### src/rtl/lab1_imul_int_mul_accum_pkg.sv
`default_nettype none
// ============================================================================
//  Module  : lab1_imul_accum_pkg
//  Brief   : Shared state encoding and counter sizing for the product
//            accumulator (reduction half of the dot-product pipeline).
//  Rev     : 1.0  initial release
// ============================================================================
package lab1_imul_accum_pkg;

  // Two-state control: gather products, then present the group sum.
  localparam logic [0:0] STATE_ACCUM = 1'b0;
  localparam logic [0:0] STATE_SEND  = 1'b1;

  // Group counter width; a single-product group still needs a 1-bit counter.
  function automatic int cnt_width(input int len);
    return (len > 1) ? $clog2(len) : 1;
  endfunction

endpackage
`default_nettype wire

### src/rtl/lab1_imul_int_mul_accum_if.sv
`default_nettype none
// ============================================================================
//  Module  : lab1_imul_int_mul_accum_if
//  Brief   : Product-in / sum-out val/rdy stream bundle for the accumulator.
//            slave = accumulator side, master = producer/consumer side.
//  Rev     : 1.0  initial release
// ============================================================================
interface lab1_imul_int_mul_accum_if #(
  parameter int p_nbits = 32
);
  logic               istream_val;
  logic               istream_rdy;
  logic [p_nbits-1:0] istream_msg;
  logic               ostream_val;
  logic               ostream_rdy;
  logic [p_nbits-1:0] ostream_msg;

  modport slave (
    input  istream_val, istream_msg, ostream_rdy,
    output istream_rdy, ostream_val, ostream_msg
  );

  modport master (
    output istream_val, istream_msg, ostream_rdy,
    input  istream_rdy, ostream_val, ostream_msg
  );
endinterface
`default_nettype wire

### src/rtl/lab1_imul_int_mul_accum_ctrl.sv
`default_nettype none
// ============================================================================
//  Module  : lab1_imul_int_mul_accum_ctrl
//  Brief   : ACCUM/SEND control FSM and product counter for the accumulator.
//            Produces the stream ready/valid and the accumulator enables.
//  Rev     : 1.0  initial release
// ============================================================================
module lab1_imul_int_mul_accum_ctrl #(
  parameter int p_len = 4
) (
  input  wire logic clk,
  input  wire logic reset,
  input  wire logic i_istream_val,
  input  wire logic i_ostream_rdy,
  output logic      o_istream_rdy,
  output logic      o_ostream_val,
  output logic      o_acc_en,
  output logic      o_acc_clr
);
  import lab1_imul_accum_pkg::*;

  localparam int                 c_CNT_W    = cnt_width(p_len);
  localparam logic [c_CNT_W-1:0] c_CNT_LAST = c_CNT_W'(p_len - 1);

  logic [0:0]         r_state;
  logic [c_CNT_W-1:0] r_cnt;
  logic               w_last;

  assign w_last = (r_cnt == c_CNT_LAST);

  // Handshake outputs depend on state only; enables qualify the datapath so
  // the accumulator never samples istream_msg without a real transfer.
  always_comb begin
    o_istream_rdy = (r_state == STATE_ACCUM);
    o_ostream_val = (r_state == STATE_SEND);
    o_acc_en      = o_istream_rdy && i_istream_val;
    o_acc_clr     = o_ostream_val && i_ostream_rdy;
  end

  // State and count advance only on handshakes; reset wins over everything.
  always_ff @(posedge clk) begin
    if (reset) begin
      r_state <= STATE_ACCUM;
      r_cnt   <= '0;
    end else if (r_state == STATE_ACCUM) begin
      if (o_acc_en) begin
        if (w_last) begin
          r_cnt   <= '0;
          r_state <= STATE_SEND;
        end else begin
          r_cnt   <= r_cnt + c_CNT_W'(1);
        end
      end
    end else begin
      if (i_ostream_rdy) begin
        r_state <= STATE_ACCUM;
      end
    end
  end

endmodule
`default_nettype wire

### src/rtl/lab1_imul_int_mul_accum.sv
`default_nettype none
// ============================================================================
//  Module  : lab1_imul_int_mul_accum
//  Brief   : Sums groups of p_len consecutive products (mod 2^p_nbits) and
//            emits one registered sum per group on a val/rdy stream.
//  Rev     : 1.0  initial release
// ============================================================================
module lab1_imul_int_mul_accum #(
  parameter int p_nbits = 32,
  parameter int p_len   = 4
) (
  input  wire logic                 clk,
  input  wire logic                 reset,
  lab1_imul_int_mul_accum_if.slave  io
);

  logic [p_nbits-1:0] r_acc;
  logic [p_nbits-1:0] w_sum;
  logic               w_acc_en;
  logic               w_acc_clr;

  lab1_imul_int_mul_accum_ctrl #(
    .p_len (p_len)
  ) u_ctrl (
    .clk           (clk),
    .reset         (reset),
    .i_istream_val (io.istream_val),
    .i_ostream_rdy (io.ostream_rdy),
    .o_istream_rdy (io.istream_rdy),
    .o_ostream_val (io.ostream_val),
    .o_acc_en      (w_acc_en),
    .o_acc_clr     (w_acc_clr)
  );

  // Carry out of the top bit is dropped: sums wrap silently.
  assign w_sum = r_acc + io.istream_msg;

  // Accumulator clears when the sum is taken and adds only on an input
  // handshake; the two never coincide since they belong to different states.
  always_ff @(posedge clk) begin
    if (reset) begin
      r_acc <= '0;
    end else if (w_acc_clr) begin
      r_acc <= '0;
    end else if (w_acc_en) begin
      r_acc <= w_sum;
    end
  end

  assign io.ostream_msg = r_acc;

endmodule
`default_nettype wire

### src/flat_wrapper.sv
// flat-port wrapper written by rule: the top's interface ports become plain ports
module lab1_imul_int_mul_accum_flat 
#(
  parameter int p_nbits = 32,
  parameter int p_len   = 4
)
  (clk, reset, io_istream_val, io_istream_msg, io_ostream_rdy, io_istream_rdy, io_ostream_val, io_ostream_msg);
  lab1_imul_int_mul_accum_if #(.p_nbits(p_nbits)) io_i ();
  input  wire logic clk;
  input  wire logic reset;
  input wire logic [$bits(io_i.istream_val)-1:0] io_istream_val;
  input wire logic [$bits(io_i.istream_msg)-1:0] io_istream_msg;
  input wire logic [$bits(io_i.ostream_rdy)-1:0] io_ostream_rdy;
  output wire logic [$bits(io_i.istream_rdy)-1:0] io_istream_rdy;
  output wire logic [$bits(io_i.ostream_val)-1:0] io_ostream_val;
  output wire logic [$bits(io_i.ostream_msg)-1:0] io_ostream_msg;
  assign io_i.istream_val = io_istream_val;
  assign io_i.istream_msg = io_istream_msg;
  assign io_i.ostream_rdy = io_ostream_rdy;
  assign io_istream_rdy = io_i.istream_rdy;
  assign io_ostream_val = io_i.ostream_val;
  assign io_ostream_msg = io_i.ostream_msg;
  lab1_imul_int_mul_accum #(.p_nbits(p_nbits), .p_len(p_len)) u_core (.clk(clk), .reset(reset), .io(io_i));
endmodule
### config.mk
export PLATFORM = sky130hd
export DESIGN_NAME = lab1_imul_int_mul_accum_flat
export DESIGN_NICKNAME = d
export VERILOG_FILES = /design/src/rtl/lab1_imul_int_mul_accum_pkg.sv /design/src/rtl/lab1_imul_int_mul_accum_if.sv /design/src/rtl/lab1_imul_int_mul_accum_ctrl.sv /design/src/rtl/lab1_imul_int_mul_accum.sv /design/src/flat_wrapper.sv
export SDC_FILE = /design/constraint.sdc
export NUM_CORES = 1
export LEC_CHECK = 0
export BUFFER_PORTS_ARGS = -buffer_cell sky130_fd_sc_hd__buf_2
export CAP_MARGIN = 25
export CORE_UTILIZATION = 41
export CTS_BUF_LIST = sky130_fd_sc_hd__clkbuf_4 sky130_fd_sc_hd__clkbuf_8
export DETAILED_ROUTE_END_ITERATION = 10
export PLACE_DENSITY = 0.73
export SYNTH_ARGS = -nofsm -noshare
export SYNTH_HDL_FRONTEND = slang
export SYNTH_SLANG_ARGS = --single-unit
### constraint.sdc
create_clock -name clk -period 3.6 [get_ports clk]
set_input_delay 0.18 -clock clk [delete_from_list [all_inputs] [get_ports clk]]
set_output_delay 0.18 -clock clk [all_outputs]
set_load 0.01 [all_outputs]
==> metrics.txt <==
Slew Limit Fails 0; postcts setup bufs 0; #FFs+latches synth 35; Critical-path top delay cell fa_1; dpl hpwl 5.60 mm; number of synthesized flops with an enable pin 0; core area 6830 sq um; initial core utilization between 40% and 50%; Gate Count Post-Synth between 300 and 400; final wirelength 7.55 mm; WL/cell approximately 14 microns; # setup viols final 0; crit path cell chain ha_1 -> fa_1 -> a21o_1 -> a22o_1 -> o21ai_1 -> o31a_1 -> o21ai_1 -> a211oi_1 -> mux2i_1 -> nand2_1; Synth Cell Area slightly below 3000 sq um; leading post-synthesis cells by cell area dfxtp_1, ha_1, a21oi_1; fmax 353 MHz; total grt overflow 0; element type at the critical path start register; status completed; Root Driver clkbuf_8; gp weighted congestion slightly above 0.9; Max stage delay on crit path between 400 and 500 ps; Rel. slew slack 41.2%; Die X between 80 and 90 microns; count leader, synth nand2_1; Tot GR Track Use 20.5%; number of DRC markers in iteration 0 124; Longest Clk Path Bufs 2; net count after synthesis 443; ys flop type dfxtp_1; post-CTS sizing 0; Worst-Skew Late Latency 290 ps; post-cts hold buffer count 0; pwr dens roughly 450 nW/um^2; fin crit period 2830 ps; Mapped Avg Cell Area a little under 8 sq um; clock sink count 35; Via density approximately 5.6; first-pass GRT wire length 12.5 mm; HP Class input port to register; TritonRoute pass-1 iters 4; Static Leakage 0.00165 uW; Slew @ Worst Pin 878 ps; initial antenna violation count 0; count of input and output buffers just under 70; final hold vios 0; vias 2,978; count of max-cap constraint violations 0; Final ANT Viol Nets 0; Worst Setup End Kind register; Setup CP Type register to register; top cells by count, synth nand2_1, a21oi_1, dfxtp_1; RSZ-0062 raised after global routing no; CP max FO 5; Peak supply drop 0.231 mV; layout cells sized above 1 a little over a fifth; TritonCTS Buffers 5; Die ar. 7440 sq um; final core utilization 50.4%; Final TNS setup 0 ps; H-tree depth 2; IO Pins 70; WP data arrival roughly 3000 ps; n_diodes 0; CTS tree done; vias in the first global route 2,798; post-synth cell types between 50 and 60; FFs w/ async S/R, synth 0%; Worst-path clk slew around 80 ps; CP most frequent cell o21ai_1; post-synthesis sequential area ratio 24.1%; pin count of the biggest net entering global routing 46; Synth top area share 24.1%; fin nets between 500 and 600; Die Span Y 86.3 microns; number of remaining DRC errors 0; Final period util 78.7%; Final Skew between 10 and 15 ps; Synthesis Warnings 0; CP required 3790 ps; Synth area leader dfxtp_1; FP Rows 30; Layout area overhead 18.2%
sequential cells by signal (all words and copies together) (netlist names):
register	count
u_core.io.ostream_msg	32
u_core.u_ctrl.o_ostream_val	1
u_core.u_ctrl.r_cnt	2
critical path: cells and delay by family (launching register included):
kind | cells | cell delay [ps]
compound gates | 6 | 1500
fa+ha+maj | 2 | 650
flops | 1 | 320
mux | 1 | 230
simple gates | 1 | 60
power by group:
| group | internal [uW] | switching, uW |
|---|---|---|
| Combinational | 306 | 405 |
| Sequential | 447 | 46.0 |
| Clock | 183 | 150 |
layer usage:
layer / share of wire, % / track usage [%] / up-vias
met5: 0 / 0 / -
met4: 1.2 / 6.67 / 0
met3: 5.4 / 4.10 / 12
met2: 47 / 34.2 / 90
met1: 47 / 26.6 / 1366
li1: - / - / 1510
worst paths after layout:
path                            slack, ps  cells past startpoint                startpoint                   endpoint
worst max-delay path                  770                     10  u_core.io.ostream_msg[0]  u_core.io.ostream_msg[26]
worst min-delay path                  110                      2                     reset     u_core.u_ctrl.r_cnt[1]
worst max register to register        770                     10  u_core.io.ostream_msg[0]  u_core.io.ostream_msg[26]
worst min register to register        460                      2    u_core.u_ctrl.r_cnt[1]     u_core.u_ctrl.r_cnt[1]
final cells by class:
type                            instances  area, sq um
Fill cell                             710         3390
Multi-Input combinational cell        316         2100
Sequential cell                        35          701
Timing Repair Buffer                   72          388
Tap cell                               96          120
Clock buffer                            8          104
Inverter                                9         33.8
cells in the final DEF (no fill, tap or decap), types with 9 or more instances in the layout:
| master | n |
|---|---|
| nand2_1 | 49 |
| ha_1 | 32 |
| a21o_1 | 11 |
| a21oi_1 | 40 |
| nand3_1 | 28 |
| dfxtp_1 | 35 |
| xor2_1 | 9 |
| buf_2 | 69 |
| o21ai_0 | 20 |
| xnor2_1 | 14 |
| nor2_1 | 27 |
| inv_1 | 9 |
kinds of logic after synthesis:
logic type | after synthesis | synth area share, %
adders and majority gates | 33 | 14.4
DFF | 35 | 24.1
AOI/OAI and AO/OA | 111 | 24.8
xor gates and xnor gates | 23 | 6.92
and+or+nand+nor | 144 | 24.0
buffers and inverters | 23 | 4.04
muxes | 5 | 1.72
per-stage QoR:
| stage | std cells | hold WS (ps) | total power (uW) | worst slack, ps | area (sq um) |
|---|---|---|---|---|---|
| 2_1_floorplan | 374 | 249 | 1020 | 1040 | 2910 |
| 3_3_place_gp | 527 | 396 | 1180 | 853 | 3310 |
| 3_5_place_dp | 527 | 397 | 1200 | 763 | 3310 |
| 4_1_cts | 535 | 89.0 | 1540 | 744 | 3410 |
| 5_1_grt | 536 | 98.5 | 1660 | 601 | 3440 |
| 6_report | 536 | 107 | 1540 | 766 | 3440 |
Note: power is estimated with default switching activity, not from simulation.
